$ cat src/rtl/mult_pkg.sv
// Shared definitions for the shift-and-add multiplier: state encoding,
// default operand width and the per-state strobe decode.
package mult_pkg;

    localparam int unsigned MULT_WIDTH_DEF = 4;
    localparam int unsigned ST_W           = 3;

    typedef enum logic [ST_W-1:0] {
        ST_IDLE = 3'd0,
        ST_CLR  = 3'd1,
        ST_LOAD = 3'd2,
        ST_ADD  = 3'd3,
        ST_SHB  = 3'd4,
        ST_SHP  = 3'd5,
        ST_DONE = 3'd6
    } state_e;

    typedef struct packed {
        logic clr;
        logic ld;
        logic ldp;
        logic shb;
        logic shp;
        logic busy;
        logic done;
    } strobes_t;

    // One-hot strobe decode; unknown encodings decode to all-zero.
    function automatic strobes_t decode_state(input state_e s);
        strobes_t o;
        o = '0;
        case (s)
            ST_CLR:  begin o.clr  = 1'b1; o.busy = 1'b1; end
            ST_LOAD: begin o.ld   = 1'b1; o.busy = 1'b1; end
            ST_ADD:  begin o.ldp  = 1'b1; o.busy = 1'b1; end
            ST_SHB:  begin o.shb  = 1'b1; o.busy = 1'b1; end
            ST_SHP:  begin o.shp  = 1'b1; o.busy = 1'b1; end
            ST_DONE: begin o.done = 1'b1; o.busy = 1'b1; end
            default: o = '0;
        endcase
        return o;
    endfunction

endpackage

$ cat src/rtl/mult_iter_cnt.sv
// Iteration counter for the multiplier sequencer: synchronous clear,
// increment enable, saturates at WIDTH-1 and flags the last iteration.
module mult_iter_cnt
    import mult_pkg::*;
#(
    parameter  int unsigned WIDTH = MULT_WIDTH_DEF,
    localparam int unsigned CNT_W = $clog2(WIDTH)
) (
    input  logic             clk_i,
    input  logic             rst_ni,
    input  logic             clr_i,
    input  logic             inc_i,
    output logic [CNT_W-1:0] cnt_o,
    output logic             term_o
);

    localparam logic [CNT_W-1:0] LAST = CNT_W'(WIDTH - 1);

    logic [CNT_W-1:0] cnt_q, cnt_d;

    always_comb begin
        cnt_d = cnt_q;
        if (clr_i) begin
            cnt_d = '0;
        end else if (inc_i && (cnt_q != LAST)) begin
            cnt_d = cnt_q + CNT_W'(1);
        end
    end

    always_ff @(posedge clk_i or negedge rst_ni) begin
        if (!rst_ni) begin
            cnt_q <= '0;
        end else begin
            cnt_q <= cnt_d;
        end
    end

    assign cnt_o  = cnt_q;
    assign term_o = (cnt_q == LAST);

endmodule

$ cat src/rtl/shift_add_mult_ctrl.sv
// Start/busy/done sequencer for the shift-and-add multiplier datapath.
// Define ZERO_SKIP_EN to gate the ADD-state load strobe with mbit.
module shift_add_mult_ctrl
    import mult_pkg::*;
#(
    parameter  int unsigned WIDTH = MULT_WIDTH_DEF,
    localparam int unsigned CNT_W = $clog2(WIDTH)
) (
    input  logic             clk,
    input  logic             reset_n,
    input  logic             start,
    input  logic             abort,
    input  logic             mbit,
    output logic             clr,
    output logic             ld,
    output logic             ldp,
    output logic             shb,
    output logic             shp,
    output logic             busy,
    output logic             done,
    output logic [CNT_W-1:0] iter
);

    state_e   cs_q, ns_d;
    strobes_t out_q, out_d;
    logic     cnt_clr, cnt_inc, iter_last;

    assign cnt_clr = abort || (cs_q == ST_CLR);
    assign cnt_inc = (cs_q == ST_SHP);

    mult_iter_cnt #(.WIDTH(WIDTH)) u_iter_cnt (
        .clk_i  (clk),
        .rst_ni (reset_n),
        .clr_i  (cnt_clr),
        .inc_i  (cnt_inc),
        .cnt_o  (iter),
        .term_o (iter_last)
    );

    always_comb begin
        ns_d = ST_IDLE;
        if (!abort) begin
            case (cs_q)
                ST_IDLE: ns_d = start ? ST_CLR : ST_IDLE;
                ST_CLR:  ns_d = ST_LOAD;
                ST_LOAD: ns_d = ST_ADD;
                ST_ADD:  ns_d = iter_last ? ST_DONE : ST_SHB;
                ST_SHB:  ns_d = ST_SHP;
                ST_SHP:  ns_d = ST_ADD;
                ST_DONE: ns_d = ST_IDLE;
                default: ns_d = ST_IDLE;
            endcase
        end
        // Outputs are registered from the next state so they stay Moore and glitch-free.
        out_d = decode_state(ns_d);
    end

    always_ff @(posedge clk or negedge reset_n) begin
        if (!reset_n) begin
            cs_q  <= ST_IDLE;
            out_q <= '0;
        end else begin
            cs_q  <= ns_d;
            out_q <= out_d;
        end
    end

    assign clr  = out_q.clr;
    assign ld   = out_q.ld;
    assign shb  = out_q.shb;
    assign shp  = out_q.shp;
    assign busy = out_q.busy;
    assign done = out_q.done;

`ifdef ZERO_SKIP_EN
    assign ldp = out_q.ldp & mbit;
`else
    logic unused_mbit;
    assign unused_mbit = mbit;
    assign ldp = out_q.ldp;
`endif

endmodule

$ cat config.mk
export PLATFORM = sky130hd
export DESIGN_NAME = shift_add_mult_ctrl
export DESIGN_NICKNAME = d
export VERILOG_FILES = /design/src/rtl/mult_pkg.sv /design/src/rtl/mult_iter_cnt.sv /design/src/rtl/shift_add_mult_ctrl.sv
export SDC_FILE = /design/constraint.sdc
export NUM_CORES = 1
export LEC_CHECK = 0
export ABC_AREA = 1
export CAP_MARGIN = 40
export CORE_AREA = 2 2 39 41
export DETAILED_ROUTE_END_ITERATION = 12
export DIE_AREA = 0 0 41 43
export GPL_TIMING_DRIVEN = 0
export PLACE_DENSITY_LB_ADDON = 0.25
export SETUP_SLACK_MARGIN = 0.5
export SYNTH_ARGS = -nofsm -noshare
export SYNTH_HDL_FRONTEND = slang
export SYNTH_SLANG_ARGS = --single-unit
$ cat constraint.sdc
create_clock -name clk -period 1.92 [get_ports clk]
set_input_delay 0.192 -clock clk [delete_from_list [all_inputs] [get_ports clk]]
set_output_delay 0.192 -clock clk [all_outputs]
set_load 0.005 [all_outputs]
; ---- After elaboration in Yosys (flattened, before gate mapping)
; Cells that the tools add are included.
[totals]
input_bits = 5
output_inout_bits = 9
register_bits = 12
[classes]
muxes = 13
n_eq_ne = 13
n_reduce_logical = 6
n_addsub = 1
[ops]
columns = operator, n
row1 = "equality test 3 bit, second input constant", 5
row2 = case mux 3 bit (5 select lines), 1
row3 = "equality test 3 x 2 -> 1 bit, second input constant", 4
row4 = two-way mux 1 bit, 8
row5 = "equality test 3 x 1 -> 1 bit, second input constant", 2
row6 = two-way mux 2 bit, 3
row7 = OR reduction 6 bit, 1
row8 = zero test 3 bit, 1
row9 = two-way mux 3 bit, 1
row10 = "adder 2 x 1 -> 2 bit, second input constant", 1
row11 = "equality test 2 bit, second input constant", 1
row12 = "!= test 2 bit, second input constant", 1
row13 = nonzero test 2 bit, 1
row14 = OR reduction 2 bit, 1
row15 = logical AND 1 bit, 1
row16 = logical OR 1 bit, 1

; ---- Longest topological paths before layout
[depth]
depth_word = 7
ltp_mapped = 8
depth_no_buf = 8

; ---- Modules after synthesis
; Synthesis repeated with hierarchy kept, for this count alone.
[hier_totals]
hier_cells = 61
hier_area_um2 = 528.0
[modules_own_cells]
columns = module, cells_per_inst, instances, area_each_um2
row1 = shift_add_mult_ctrl, 48, 1, 421.7
row2 = mult_iter_cnt, 13, 1, 106.4

; ---- Worst setup path after synthesis
; No wires, ideal clock.
[synth_timing]
path_kind = register to register
from = register u_iter_cnt.cnt_q[0] (netlist: u_iter_cnt.cnt_o[0])
to = register out_q (netlist bit busy)
stages_incl_launch_ff = 8
setup_time_ns = 0.126
required_time_ns = 1.794
slack_ns = 0.808
n_path_buf = 0
arrival_ns = 0.986
cell_sequence = dfrtp_1 > ha_1 > inv_1 > nand2_2 > nand2_4 > nand2_1 > nand2_1 > nand3_1
[synth_rtl]
columns = item, line
row1 = "start, declared", mult_iter_cnt.sv:19  ; logic [CNT_W-1:0] cnt_q, cnt_d;
row2 = "start signal, assigned", mult_iter_cnt.sv:34  ; cnt_q <= cnt_d;
row3 = "end signal, assigned", shift_add_mult_ctrl.sv:64  ; out_q <= out_d;
row4 = "end, declared", shift_add_mult_ctrl.sv:25  ; strobes_t out_q, out_d;

; ---- Worst setup path in the final report
[layout_timing]
from = register out_q (netlist bit busy)
to = output busy
[layout_rtl]
columns = item, line
row1 = "end, declared", shift_add_mult_ctrl.sv:19  ; output logic busy,
; No word-level cell between the ends.

==> impl_metrics.yaml <==
detailed_routing:
  drt_iter0_drc: 3
  drt_drc_violations_left: 0
  via_per_inst: 4.59
  wl_um: 962
  first_pass_iters: 2
  detail_route.wl_per_cell_um: 10.9
  antenna_left: 0
  vias: 404
clock_network:
  tritoncts: "built"
  post_cts.repair.setup_buffers: 0
  post_cts_clock_slew_at_the_launch_and_capture_registers_of_the_worst_setup_and_hold_paths_ps: 80
  clock_tree.htree_level_count: 1
  number_of_buffers_between_clock_root_and_the_deepest_sink: 2
  cts_num_sinks: 12
  ctsRootBufferMaster: "clkbuf_4"
  tritoncts.num_buffers: 3
  clock_latency_ps: 270
timing:
  drv_slew: 0
  worstMarginPinSlew_ps: 526
  setup_viol_count_final: 0
  setup_tns_ps: 0
  timing_hold_violations_final: 0
  unrepaired_setup_endpoints_after_global_routing: "no"
  slew_headroom_pct: 64.8
  post-route-period-util_pct: 67.7
  min_period_ps: 1300
  fmax_mhz: 769
  worst_slack_ps: 620
  clock_skew_ps: 2.42
layout:
  syn2layout_area_growth_pct: 34.4
  antennaDiodeCount: 0
  final_layout_size_suffix_gt1_share_pct: 20.8
  fin_nets: 79
power:
  cell_internal_power_mw: 0.420
  net_switching_power_mw: 0.139
  leakage_nw: 0.388
  switching_share_of_total_power_pct: 24.8
  highest_ir_drop_seen_on_vdd_uv: 477
  power_dens_cells_mw_per_mm2: 788
  power_frac_comb_pct: 15.1
  clkPwrFrac_pct: 35.6
  pwr-share-seq_pct: 49.4
setup_path:
  worst-path-max-fanout: 1
  timing.critical_path.cells: "clkdlybuf4s50_1"
  critPathTopFamily: "buffers and inverters"
  critPathArrivalTime_ps: 1110
  worstSetupPathType: "flip-flop to output port"
  critical_path.startpoint_type: "flip-flop"
  timing.critical_path.to_type: "output port"
  worst_ep_required_time_ps: 1730
  crit_buf_inv: 1
  cp_slowest_stage_delay_ps: 500
  timing.critical_path.slowest_stage_cell: "clkdlybuf4s50_1"
synth:
  yosysTopAreaCellShare_pct: 57.0
  netlist-cell-type-count: 16
  ys_async_sr_fraction_pct: 100
  netlist_top_cells_count: "dfrtp_1, nor2_1, nand2_1"
  postSynthAreaPerCell_um2: 9.41
  synth-edff-count: 0
  synthFlopType: "dfrtp_1"
  biggest_area_consumer_among_synthesized_cells: "dfrtp_1"
  synth-seq-cells: 12
  synth_warnings: 0
  netlist_instances: 56
  yosysMostFrequentCell: "dfrtp_1"
  post_synth_main_area_contributors: "dfrtp_1, nor2_1, nand2_2, nand2_1, inv_1"
  seq_area_frac_synth_pct: 57.0
  synthesis.area_um2: 527
  syn_nets: 62
place:
  detailed_place_hpwl_um: 734
  globalplace.congestion: 0.700
  placement.setup.worst_slack_ps: 647
  port_buffers: 12
floorplanning:
  start_util_pct: 38.1
  chipHeight_um: 43
  number_of_placed_i_o_pins: 14
  placementRows: 14
  fp.dieArea_mm2: 0.00176
  die_w_um: 41
  core-area_mm2: 0.00138
outcome:
  outcome: "finished, final reports clean"
global_routing:
  antenna_violations_before_repair: 0
  grt_first_pass_wirelength_um: 1650
  grt_max_degree: 13
  first_global_vias: 403
  gr-total-overflow: 0
  grtUsageTotal_pct: 14.7
run:
  maximum_capacitance_violations: 0
worst_hold_path:
  min_path_type: "primary input to async pin"
-- layout by cell type (no fill, tap or decap) --
master | netlist | final
dfrtp_1 | 12 | 12
nor2_1 | 10 | 10
clkdlybuf4s50_1 | 0 | 10
nand2_1 | 8 | 8
inv_1 | 5 | 5
nand2_2 | 5 | 5
inv_2 | 3 | 3
clkbuf_4 | 0 | 3
o21ai_1 | 2 | 2
nand3_1 | 2 | 2
nand4_1 | 2 | 2
dlymetal6s2s_1 | 0 | 2
nor2_4 | 1 | 1
nand2_4 | 1 | 1
a21oi_4 | 1 | 1
a21oi_1 | 1 | 1
clkinv_1 | 1 | 1
o21ai_0 | 1 | 1
ha_1 | 1 | 1
clkbuf_8 | 0 | 1
-- power by group through the flow --
| stage | sequential (mW) | combinational [mW] | clock, mW |
|---|---|---|---|
| detailed placement | 0.281 | 0.0855 | 0 |
| finish | 0.276 | 0.0841 | 0.199 |
| floorplan | 0.281 | 0.0459 | 0 |
| CTS | 0.276 | 0.0863 | 0.201 |
| global placement | 0.280 | 0.0841 | 0 |
| global route | 0.278 | 0.0953 | 0.213 |
-- path summary, 6_finish.rpt --
kind                                      from                   to  slack [ps]  cells after the start
max reg2reg                u_iter_cnt.cnt_o[0]                  shb         710                      8
min                                    reset_n  u_iter_cnt.cnt_o[1]         260                      1
max in group asynchronous              reset_n                  shb        1310                      1
max                                       busy                 busy         620                      1
min in group clk           u_iter_cnt.cnt_o[1]  u_iter_cnt.cnt_o[1]         550                      2
min reg2reg                u_iter_cnt.cnt_o[1]  u_iter_cnt.cnt_o[1]         550                      2
-- kinds of logic after synthesis --
logic type,share of synthesized area [%]
and+or+nand+nor,27.3
DFF,57.0
buffers and inverters,6.41
AOI/OAI and AO/OA,6.89
adders and majority gates,2.37
-- per-layer routing --
layer	vias up	track usage (%)	share of wire (%)
met3	2	4.71	4.5
li1	205	-	-
met2	10	21.9	50
met4	0	10.0	2.0
met5	-	0	0
met1	187	16.8	43
-- area by class of cell --
type,count,area [µm²]
Tap cell,16,20.0
Inverter,9,33.8
Timing Repair Buffer,12,125
Fill cell,138,676
Clock buffer,4,36.3
Multi-Input combinational cell,35,193
Sequential cell,12,300
-- state kept, by name, indices dropped and copies added (netlist names) --
| signal | flops |
|---|---|
| u_iter_cnt.cnt_o | 2 |
| cs_q | 3 |
| ld | 1 |
| shp | 1 |
| busy | 1 |
| shb | 1 |
| clr | 1 |
| done | 1 |
| ldp | 1 |
-- through the flow --
stage | util, % | hold WS [ps] | cells | power [mW] | area [µm²]
2_1_floorplan | - | -104 | 56 | 0.327 | 527
3_3_place_gp | 48.2 | 536 | 84 | 0.364 | 667
3_5_place_dp | 48.2 | 551 | 84 | 0.366 | 667
4_1_cts | 50.8 | 290 | 88 | 0.563 | 703
5_1_grt | 51.2 | 325 | 88 | 0.586 | 708
6_report | 51.2 | 262 | 88 | 0.558 | 708
-- repair_timing --
action	CTS	global route
hold buffers	0	0
hold endpoints to repair	0	0
setup endpoints to repair	0	2
gates resized for setup	0	2
Power figures use the tool's default switching activity.
==> variant 1, RTL diff (same flow settings) <==
Set the package constant `MULT_WIDTH_DEF` to 8 (it was 4).
--- a/src/rtl/mult_pkg.sv
+++ b/src/rtl/mult_pkg.sv
@@ -2,7 +2,7 @@
 // default operand width and the per-state strobe decode.
 package mult_pkg;
 
-    localparam int unsigned MULT_WIDTH_DEF = 4;
+    localparam int unsigned MULT_WIDTH_DEF = 8;
     localparam int unsigned ST_W           = 3;
 
     typedef enum logic [ST_W-1:0] {
Ports: changed (resized iter); port bits go from 14 to 15. No check against the original RTL was run, so the function may have changed too.
==> variant 1 against the unedited design <==
  * First-iteration DRC count down 33%
  * Sequential cell count up 1
  * Design area up 14%
  * Die area unchanged
  * Routed wire length up 14%
  * Maximum frequency down 3.3%
  * Power down 0.28%
  * Setup slack worse by 0.045 ns
  * Synthesized area up 16%
  * Sequential share of layout area down 2.1 points
  * Largest cell class unchanged
==> variant 1: results (changes against the unedited design) <==
Power
  – Peak VDD IR: 0.000416 V (-13%)
  – Sequential share of power: 53.0% (+3.6 points)
  – Pint: 408 µW (-2.8%)
  – Leakage: 0.000410 µW (+5.8%)

Worst setup path
  – Worst path slowest cell: clkdlybuf4s50_1
  – Crit-path max FO: 3 (+2)

Placed design
  – Inst Count DP: 99 (+18%)
  – IO buf count: 13 (+1)
  – Post-DP HPWL: 787 µm (+7.3%)
  – RD Place Congestion: 0.747 (+6.7%)

Finish
  – Fillcell total: 140 (+1.4%)
  – Final nets: 96 (+22%)
  – Antenna diodes: 0 (unchanged)
  – Ratio of cells with drive above 1 in the final layout: 22.7% (+1.9 points)

Global route
  – Vias in the first global route: 460 (+14%)
  – Largest net degree at the start of global routing: 14 (+1)
  – First-pass GRT wire length: 1.81 mm (+10%)
  – Gr usage total: 15.5% (+0.85 points)

Timing
  – Worst Skew: 0.00646 ns (+0.00405 ns)
  – Rel. slew slack: 60.3% (-4.5 points)

Route
  – WL/cell: 10.6 µm (-3.4%)
  – 1st-iter DRT viols: 2 (-1)
  – Vias per cell: 4.60 (+0.11%)
  – Via count: 478 (+18%)

Synthesis
  – Post-synth top cells: nor2_1, dfrtp_1, nand2_1, inv_1, nand3_1
  – Syn nets: 77 (+24%)
  – Area contributors post-synth: dfrtp_1, nor2_1, nand2_1, inv_1, ha_1
  – Register area share after synthesis: 53.1% (-3.9 points)
  – Mapped Cells: 70 (+25%)

Clock tree
  – CTS clk-pin slew, worst paths: 0.08 ns (about the same)
  – Clock latency on the worst-skew pair: 0.27 ns (about the same)

Run status
  – Status: complete, no violations
## variant 1: changes by cell type in the layout (fill, tap and decap cells not counted), moves of 2 or more
cell             unedited run  this run
inv_1                       5         9
nor2_1                     10        14
clkdlybuf4s50_1            10        13
dlymetal6s2s_1              2         0
ha_2                        0         2
nand2_1                     8        10
nand3_1                     2         4
o21ai_1                     2         0
## variant 1: final cells by class
type	instances	area share [%]
clock buffers	4	3.26
inverters	13	6.36
flip-flops and latches	13	40.3
repair buffers	14	17.1
plain buffers	1	1.40
well taps	16	2.48
multi-input cells	43	29.1
## variant 1: per-stage QoR
step	instance area [µm²]	worst slack (ns)
6_report	807	0.575
5_1_grt	807	0.495
4_1_cts	797	0.497
3_5_place_dp	763	0.488
3_3_place_gp	763	0.487
2_1_floorplan	613	0.597
## variant 1: final timing paths
check	startpoint	to	slack, ns	depth (start not counted)
min in group clk	u_iter_cnt.cnt_o[2]$_DFFE_PN0P_	u_iter_cnt.cnt_o[2]$_DFFE_PN0P_	0.55	2
worst max register to register	u_iter_cnt.cnt_o[0]$_DFFE_PN0P_	clr$_DFF_PN0_	0.60	9
worst min-delay path	reset_n	u_iter_cnt.cnt_o[2]$_DFFE_PN0P_	0.29	1
worst min register to register	u_iter_cnt.cnt_o[2]$_DFFE_PN0P_	u_iter_cnt.cnt_o[2]$_DFFE_PN0P_	0.55	2
worst max-delay path	u_iter_cnt.cnt_o[2]$_DFFE_PN0P_	iter[2]	0.58	1
max in group asynchronous	reset_n	ld$_DFF_PN0_	1.24	1
## variant 1: cells by family after synthesis
family,share of synthesized area [%]
buffers and inverters,10.2
AO/OA/AOI/OAI,2.24
flip-flops,53.1
AND/OR/NAND/NOR,30.4
adder cells (fa/ha/maj),4.08
## variant 1: per-layer routing
metal	part of all wire, %	track usage, %
met3	5.2	3.14
met4	0	8.00
met1	48	21.5
met2	46	22.2
met5	0	0
## variant 1: repair_timing
action,CTS,global route
setup endpoints to repair,6,7
buffers inserted,1,0
resized for setup,2,4
## variant 1: power by group through the flow
stage / clock network, µW / registers [µW] / logic (µW)
2_1_floorplan: 0 / 301 / 49.1
3_3_place_gp: 0 / 300 / 88.6
3_5_place_dp: 0 / 300 / 89.9
4_1_cts: 173 / 295 / 92.1
5_1_grt: 182 / 297 / 106
6_report: 169 / 295 / 93.2
==> variant 2, RTL diff (same settings) <==
Made on the original files. Register the inputs `start` and `abort` before use. The logic sees them one clock later. The other inputs are not delayed to match.
--- a/src/rtl/shift_add_mult_ctrl.sv
+++ b/src/rtl/shift_add_mult_ctrl.sv
@@ -21,11 +21,19 @@
     output logic [CNT_W-1:0] iter
 );
 
+    logic start_q;
+    logic abort_q;
+
+    always_ff @(posedge clk) begin
+        start_q <= start;
+        abort_q <= abort;
+    end
+
     state_e   cs_q, ns_d;
     strobes_t out_q, out_d;
     logic     cnt_clr, cnt_inc, iter_last;
 
-    assign cnt_clr = abort || (cs_q == ST_CLR);
+    assign cnt_clr = abort_q || (cs_q == ST_CLR);
     assign cnt_inc = (cs_q == ST_SHP);
 
     mult_iter_cnt #(.WIDTH(WIDTH)) u_iter_cnt (
@@ -39,9 +47,9 @@
 
     always_comb begin
         ns_d = ST_IDLE;
-        if (!abort) begin
+        if (!abort_q) begin
             case (cs_q)
-                ST_IDLE: ns_d = start ? ST_CLR : ST_IDLE;
+                ST_IDLE: ns_d = start_q ? ST_CLR : ST_IDLE;
                 ST_CLR:  ns_d = ST_LOAD;
                 ST_LOAD: ns_d = ST_ADD;
                 ST_ADD:  ns_d = iter_last ? ST_DONE : ST_SHB;
Function: changed (a bounded check fails within 4 cycles, from zero or initial values and one cycle with reset_n low).
==> variant 2 against the unedited design <==
  * Hold slack worse by 0.017 ns
  * Routed wire length is 11% lower
  * Highest routed layer unchanged
  * Power is 19% higher
  * Sequential cell count is 2 higher
  * Maximum frequency is 5.3% lower
  * Setup slack worse by 0.073 ns
  * Critical path type unchanged
  * Synthesized area is 4.3% higher
  * Design area is 3.2% higher
==> variant 2: results (changes against the unedited design) <==
Synthesis
  – Netlist cell types: 16 (unchanged)
  – Post-synth top cells: nand2_1, dfrtp_1, nor2_1, inv_2
  – Avg Cell Area, Syn: 9.64 µm² (+2.4%)
  – Area contributors post-synth: dfrtp_1, nand2_1, dfxtp_1, nor2_1, nand2_2
  – Register area share after synthesis: 62.0% (+5.0 points)
  – Post-synth ARST share: 85.7% (-14 points)
  – Syn nets: 63 (+1.6%)

Worst setup path
  – Worst reg2reg setup slack: 0.67 ns (-0.04 ns)
  – Crit path DAT: 1.18 ns (+0.07 ns)
  – CP delay by family, top: buffers and inverters
  – Reg2Reg Capture Point: shp$_DFF_PN0_
  – Crit-path max FO: 3 (+2)

Placed design
  – Placed Area: 689 µm² (+3.4%)
  – RD Place Congestion: 0.779 (+11%)
  – Post-DP HPWL: 665 µm (-9.4%)
  – Dpl ws: 0.637 ns (-0.00943 ns)
  – Inst Count DP: 85 (+1.2%)

Finish
  – Ratio of cells with drive above 1 in the final layout: 23.3% (+2.5 points)
  – Final nets: 80 (+1.3%)
  – Fillcell total: 133 (-3.6%)

Route
  – Drt first pass iters: 4 (+2)
  – DRT Wirelength: 857 µm (-11%)
  – 1st-iter DRT viols: 6 (+3)
  – Via count: 402 (-0.50%)
  – WL/cell: 9.63 µm (-12%)

Global route
  – First-pass GRT wire length: 1.57 mm (-4.6%)
  – M1 GR Usage: 17.3% (+0.51 points)
  – Grt met2 use: 19.1% (-2.8 points)
  – Gr usage total: 13.9% (-0.76 points)

Power
  – Leakage: 0.000363 µW (-6.5%)
  – Psw: 173 µW (+25%)
  – Peak VDD IR: 0.000565 V (+19%)

Timing
  – Hold_ws: 0.245 ns (-0.0167 ns)
  – Actual slew at the worst max-slew pin: 0.520 ns (-0.00587 ns)
  – Worst Skew: 0.00199 ns (-0.000430 ns)

Run status
  – Status: complete, no violations
variant 2: layout make-up:
class	count	area, µm²	share of cell area (%)
repair buffers	12	123	16.8
multi-input cells	36	185	25.3
clock buffers	4	36.3	4.97
flip-flops and latches	14	340	46.6
inverters	7	26.3	3.60
well taps	16	20.0	2.74
variant 2: worst max path at each step:
stage | start | endpoint | slack (ns) | cells past startpoint
floorplan | u_iter_cnt.cnt_o[0]$_DFFE_PN0P_ | clr$_DFF_PN0_ | 0.75 | 8
global placement | u_iter_cnt.cnt_o[0]$_DFFE_PN0P_ | shp$_DFF_PN0_ | 0.64 | 8
detailed placement | u_iter_cnt.cnt_o[0]$_DFFE_PN0P_ | clr$_DFF_PN0_ | 0.64 | 8
CTS | u_iter_cnt.cnt_o[0]$_DFFE_PN0P_ | iter[0] | 0.51 | 1
global route | u_iter_cnt.cnt_o[1]$_DFFE_PN0P_ | iter[1] | 0.50 | 1
finish | u_iter_cnt.cnt_o[1]$_DFFE_PN0P_ | iter[1] | 0.55 | 1
variant 2: worst register-to-register path: stages (launching register included):
cell and delay, ns:
dfrtp_1 0.42, ha_1 0.22, inv_2 0.07, nand2_1 0.05
nand2_1 0.09, nand2_1 0.07, nand2_2 0.09, nand2_1 0.08
nor2_1 0.09
variant 2: kinds of logic after synthesis:
family / share of synthesized area (%)
buf+inv: 4.78
fa+ha+maj: 2.28
simple gates: 23.7
compound gates: 7.29
flops: 62.0
variant 2: power by group through the flow:
stage                     Combinational, µW  Clock (µW)  Sequential (µW)
final                                   116         213              335
after detailed placement                117           0              341
after floorplan                        62.3           0              341
after global placement                  115           0              341
after CTS                               117         216              335
after global routing                    134         226              339
variant 2: layer usage:
layer | share of wire, % | wire, µm
met1 | 45 | 387
met2 | 45 | 388
met3 | 6.1 | 52
met4 | 3.3 | 28
met5 | 0 | 0
